File: config.mk
export PLATFORM = sky130hd
export DESIGN_NAME = halfword_packer
export DESIGN_NICKNAME = d
export VERILOG_FILES = /design/src/rtl/lcd_pkg.sv /design/src/rtl/halfword_packer.sv
export SDC_FILE = /design/constraint.sdc
export NUM_CORES = 1
export LEC_CHECK = 0
export ABC_AREA = 1
export ABC_CLOCK_PERIOD_IN_PS = 4700
export CORE_MARGIN = 5
export CORE_UTILIZATION = 40
export DETAILED_ROUTE_END_ITERATION = 10
export DONT_BUFFER_PORTS = 1
export GPL_TIMING_DRIVEN = 0
export PLACE_DENSITY_LB_ADDON = 0.2
export SYNTH_ARGS = -nofsm -noshare
export SYNTH_HDL_FRONTEND = slang
export SYNTH_SLANG_ARGS = --single-unit
File: constraint.sdc
create_clock -name clk -period 4.7 [get_ports clk]
set_input_delay 0.94 -clock clk [delete_from_list [all_inputs] [get_ports clk]]
set_output_delay 0.94 -clock clk [all_outputs]
set_load 0.1 [all_outputs]
File: src/rtl/lcd_pkg.sv
// Shared definitions for the LCD controller datapath: packer FSM states and
// halfword index constants also used by the 32-to-16 half-select decoder.
package lcd_pkg;

  typedef enum logic [1:0] {
    S_LO  = 2'd0,
    S_HI  = 2'd1,
    S_OUT = 2'd2
  } pack_state_t;

  localparam logic HALF_LO = 1'b0;
  localparam logic HALF_HI = 1'b1;

endpackage

File: src/rtl/halfword_packer.sv
// Packs low-then-high halfword pairs into full words on a valid/ready port,
// flagging and dropping out-of-order halves and counting delivered words.
module halfword_packer
  import lcd_pkg::*;
#(
  parameter int HALF_W = 16,
  parameter int CNT_W  = 8
) (
  input  logic                  clk,
  input  logic                  rst,
  input  logic                  en,
  input  logic                  clr,
  input  logic                  sel,
  input  logic [HALF_W-1:0]     data_in,
  input  logic                  in_valid,
  output logic                  in_ready,
  output logic [2*HALF_W-1:0]   data_out,
  output logic                  out_valid,
  input  logic                  out_ready,
  output logic                  err,
  output logic [CNT_W-1:0]      word_cnt
);

  pack_state_t       state_reg;
  logic [HALF_W-1:0] lo_reg;
  logic              accept;

  // A held word blocks input unless it drains in the same cycle.
  assign in_ready = en && !clr && (state_reg != S_OUT || out_ready);
  assign accept   = in_valid && in_ready;

  always_ff @(posedge clk or posedge rst) begin
    if (rst) begin
      state_reg <= S_LO;
      lo_reg    <= '0;
      data_out  <= '0;
      out_valid <= 1'b0;
      err       <= 1'b0;
      word_cnt  <= '0;
    end else begin
      err <= 1'b0;
      if (clr) begin
        state_reg <= S_LO;
        lo_reg    <= '0;
        out_valid <= 1'b0;
      end else begin
        case (state_reg)
          S_LO: begin
            if (accept) begin
              if (sel == HALF_LO) begin
                lo_reg    <= data_in;
                state_reg <= S_HI;
              end else begin
                err <= 1'b1;
              end
            end
          end
          S_HI: begin
            if (accept) begin
              if (sel == HALF_HI) begin
                data_out  <= {data_in, lo_reg};
                out_valid <= 1'b1;
                state_reg <= S_OUT;
              end else begin
                lo_reg <= data_in;
                err    <= 1'b1;
              end
            end
          end
          S_OUT: begin
            if (out_ready) begin
              word_cnt  <= word_cnt + CNT_W'(1);
              out_valid <= 1'b0;
              // Delivery may overlap with the next low half to avoid a bubble.
              if (accept && sel == HALF_LO) begin
                lo_reg    <= data_in;
                state_reg <= S_HI;
              end else begin
                err       <= accept;
                state_reg <= S_LO;
              end
            end
          end
          default: begin
            state_reg <= S_LO;
            out_valid <= 1'b0;
          end
        endcase
      end
    end
  end

endmodule
======== After elaboration in Yosys (flattened, before gate mapping) ========
Cells that the tools add are included.
operators by class
  bitwise logic cells ..................... 2
  reductions and logical operators ........ 14
  mux-type cells .......................... 27
  add/sub/neg operators ................... 1
  equality and inequality tests ........... 12
operators by type and width
  cell                                                    count
  two-way mux 16 bit                                      5
  one-hot mux 16 bit (2 select lines)                     1
  inequality test 3 bit (second input constant)           7
  two-way mux 1 bit                                       12
  two-way mux 2 bit                                       6
  AND reduction 5 bit                                     2
  adder 8 x 1 -> 8 bit (second input constant)            1
  AND reduction 4 bit                                     2
  one-hot mux 1 bit (3 select lines)                      2
  one-hot mux 2 bit (3 select lines)                      1
  logical AND 1 bit                                       4
  inequality test 2 bit (second input constant)           2
  inequality test 3 x 1 -> 1 bit (second input constant)  1
  AND reduction 3 bit                                     1
  nonzero test 3 bit                                      1
  equality test 2 x 1 -> 1 bit (second input constant)    1
  equality test 2 bit (second input constant)             1
  zero test 2 bit                                         1
  inverter 1 bit                                          2
  OR reduction 2 bit                                      1
  zero test 1 bit                                         1
  logical OR 1 bit                                        1
storage, ports and cells
  input port bits ......................... 23
  output and inout port bits .............. 43
  logic and storage cells ................. 62
  flip-flop bits (word level) ............. 60

======== Depth between registers and ports, before layout ========
  word-level depth ........................ 9
  gate-level depth with buffers ........... 9
  depth with buffers taken out ............ 8

======== Worst setup path before layout ========
Ideal clock, no wire load.
  path kind ............................... input-to-output
  start point ............................. input port en
  end point ............................... output port in_ready
  arrival time ............................ 1.760 ns
  path buffers ............................ 0
  setup slack ............................. 2.000 ns
  stages .................................. 4
  data required time ...................... 3.760 ns
  cell sequence ........................... inv_1 nor2_2 nand2_1 inv_1
on the way
  cells in the longest elaborated chain, start to end .. 2
ends and longest elaborated chain
  what                             RTL line               text
  start, declared                  halfword_packer.sv:11  input logic en,
  logical AND 1 bit (2 in series)  halfword_packer.sv:29  assign in_ready = en && !clr && (state_reg != S_OUT || out_ready);
  end, declared                    halfword_packer.sv:16  output logic in_ready,
Every way passes these cells.

======== Worst setup path after layout ========
Ends and elaborated chain as after synthesis.

==> metrics.md <==
| Metric | Value |
|---|---|
| Status | finished, final reports clean |
| HP Start | lo_reg[2] |
| Synth top area share | 56.79% |
| Critical Path Source | en |
| Adder-cell share of the synthesized area | 0.4733% |
| # setup viols final | 0 |
| Crit path kind | primary input to primary output |
| Most frequent cells in the layout | nand2_1, dfrtp_1, inv_1, nand3_1, nor2_1 |
| First-pass GRT wire length | around 9900 um |
| Most common cell after layout, fill and taps aside | nand2_1 |
| Net Count, Synth | 347 |
| Worst r2r dst | word_cnt[6] |
| CTS Root Cell | clkbuf_8 |
| Unique masters post-synth | 22 |
| Clk sinks | 60 |
| DP Wirelength | 4267 um |
| Post-synthesis cell area | between 2000 and 3000 um^2 |
| Peak supply drop | 0.0002864 V |
| HP Class | flip-flop to flip-flop |
| Initial core utilization | 41.40% |
| CP Data Arrival Time | roughly 1800 ps |
| Setup crit start kind | primary input |
| DRC Markers | 0 |
| ANT nets after route | 0 |
| Post-synthesis sequential area ratio | 56.79% |
| Mux contribution to synthesized area | 0% |
| Final setup TNS | 0 ps |
| Worst hold endpoint | lo_reg[2] |
| Hold buffers post-CTS | 0 |
| Power per cell area | around 430 nW/um^2 |
| Lkg Pwr | 1.685 nW |
| Clk_skew | 6.192 ps |
| Hold Path Depth | 2 |
| Inserted Diodes | 0 |
| Average vias per placed instance | 4.763 |
| Largest net degree at the start of global routing | 39 |
| Share of layout cells above drive strength 1 | 10.59% |
| Synth Area in XOR/XNOR | 1.325% |
| Routed vias | about 2000 |
| Die area | 8336 um^2 |
| I/O pin cnt | 66 |
| Worst Setup End Kind | primary output |
| Total power | 0.001273 W |
| Fin crit share | just under 60% |
| Total routed wirelength | 5823 um |
| Die width | 91.30 um |
| Cell taking the most area after synthesis | dfrtp_1 |
| Simple-gate share of the synthesized area | 33.36% |
| Die height | 91.30 um |
| Max Slew Vio Count | 0 |
| H-Tree Level Count | 3 |
| YS warnings | 0 |
| Worst slew pin tran | 1093 ps |
| Post-synthesis compound-gate area fraction | between 1 and 1.5% |
| Final Critical Period | 2772 ps |
| GPL Wtd Cong | 0.7669 |
| Synthesized flop and latch total | 60 |
| Clock Path Buffers | 2 |
| DR WL/cell | 13.96 um |
| Final Hold Violating Endpoints | 0 |
| Clk_lat worst skew | 330 ps |
| Core Region | ~6400 um^2 |
| R2R depth | 7 |
| Top cells by area, synth | dfrtp_1, nand2_1, nand3_1 |
| Max reg flops | 32 |
| Nets | 359 |
| WHS | 473.0 ps |
| Row count | 29 |
| Main combinational cell family by area after synthesis | simple AND/OR/NAND/NOR gates |
| Required @ worst endpoint | 3760 ps |
| Fillers | 659 |
| Mapped Cells | ~320 |
| Fmax | 360.7 MHz |
| Antenna violations before repair | 0 |
| Area delta synth->final | 12.07% |
| Clock transition at path regs | ~60 ps |
| Unrepaired setup endpoints after global routing | false |
| Post-Syn Area per Cell | 8.185 um^2 |
| Pre-antenna DRT Iters | 4 |
| Max_cap viols | 0 |
| GRT Util Overall | 15.07% |
| Setup Buffers After CTS | 0 |
| Remaining Overflow, GRT | 0 |
| CTS tree | built |
| Vias in the first global route | 1896 |
| Initial DRC Count | 84 |
| Relative slew slack | 27.16% |
| Worst r2r src | word_cnt[5] |
| Total CTS buffers | 9 |
| Count of buffers from port buffering | 0 |
| Post-cts resize count | 0 |
| Critical path fanouts, max | 4 |
| Reg2Reg Setup Slack | 2880 ps |
-- worst max path at each step --
stage / slack, ps / cells after the start / end
global placement: 1550 / 1 / data_out[20]
finish: 1930 / 4 / in_ready
global route: 1870 / 4 / in_ready
detailed placement: 1910 / 4 / in_ready
CTS: 1910 / 4 / in_ready
floorplan: 2000 / 4 / in_ready
-- worst max-delay path, cell delays in order --
cell     delay (ps)
inv_1            20
nor2_2          160
nand2_1          80
inv_1           620
-- final cells by class --
class	instances	area [um^2]	area share [%]
buffer	9	77.57	2.618
clock buffer	12	155.1	5.236
tap	77	96.34	3.252
clock inverter	4	47.55	1.605
timing repair buffer	1	20.02	0.6757
sequential	60	1501	50.68
multi-input combinational	226	959.7	32.39
inverter	28	105.1	3.547
-- logic make-up (layout without fill, tap and decap cells) --
logic type | Yosys count | after routing
DFF | 60 | 60
xor gates and xnor gates | 4 | 4
and+or+nand+nor | 215 | 215
buffers and inverters | 37 | 54
AOI/OAI and AO/OA | 6 | 6
adders and majority gates | 1 | 1
-- cell usage after synthesis (all sizes together) --
cell type / n
a21oi: 1
nand3: 24
o21ai: 5
nand3b: 1
inv: 28
dfrtp: 60
nand4: 4
nand2: 161
buf: 9
xnor2: 2
xor2: 2
nor2: 22
nor3: 3
ha: 1
-- metal layers --
metal | vias to the layer above | global-route usage [%] | routed length, um
li1 | 1007 | - | -
met1 | 916 | 19.31 | 2564
met2 | 54 | 22.54 | 2740
met3 | 9 | 6.198 | 431
met4 | 0 | 6.235 | 87
met5 | - | 0 | 0
-- report_power, final --
part,leakage (nW),switching (W),internal [W],total (W)
sequential,0.807,0.000187,0.000546,0.000733
clock,0.102,0.000196,0.000272,0.000468
combinational,0.775,0.0000482,0.0000240,0.0000722
total,1.68,0.000431,0.000842,0.00127
-- through the flow --
stage               setup WS, ps  utilization (%)  area (um^2)  std cells
floorplan                   2000                -         2644        323
global placement            1550            42.91         2740        400
detailed placement          1910            43.22         2760        401
CTS                         1910            46.39         2963        417
global route                1868            46.39         2963        417
finish                      1928            46.39         2963        417
Power figures use the tool's default switching activity.
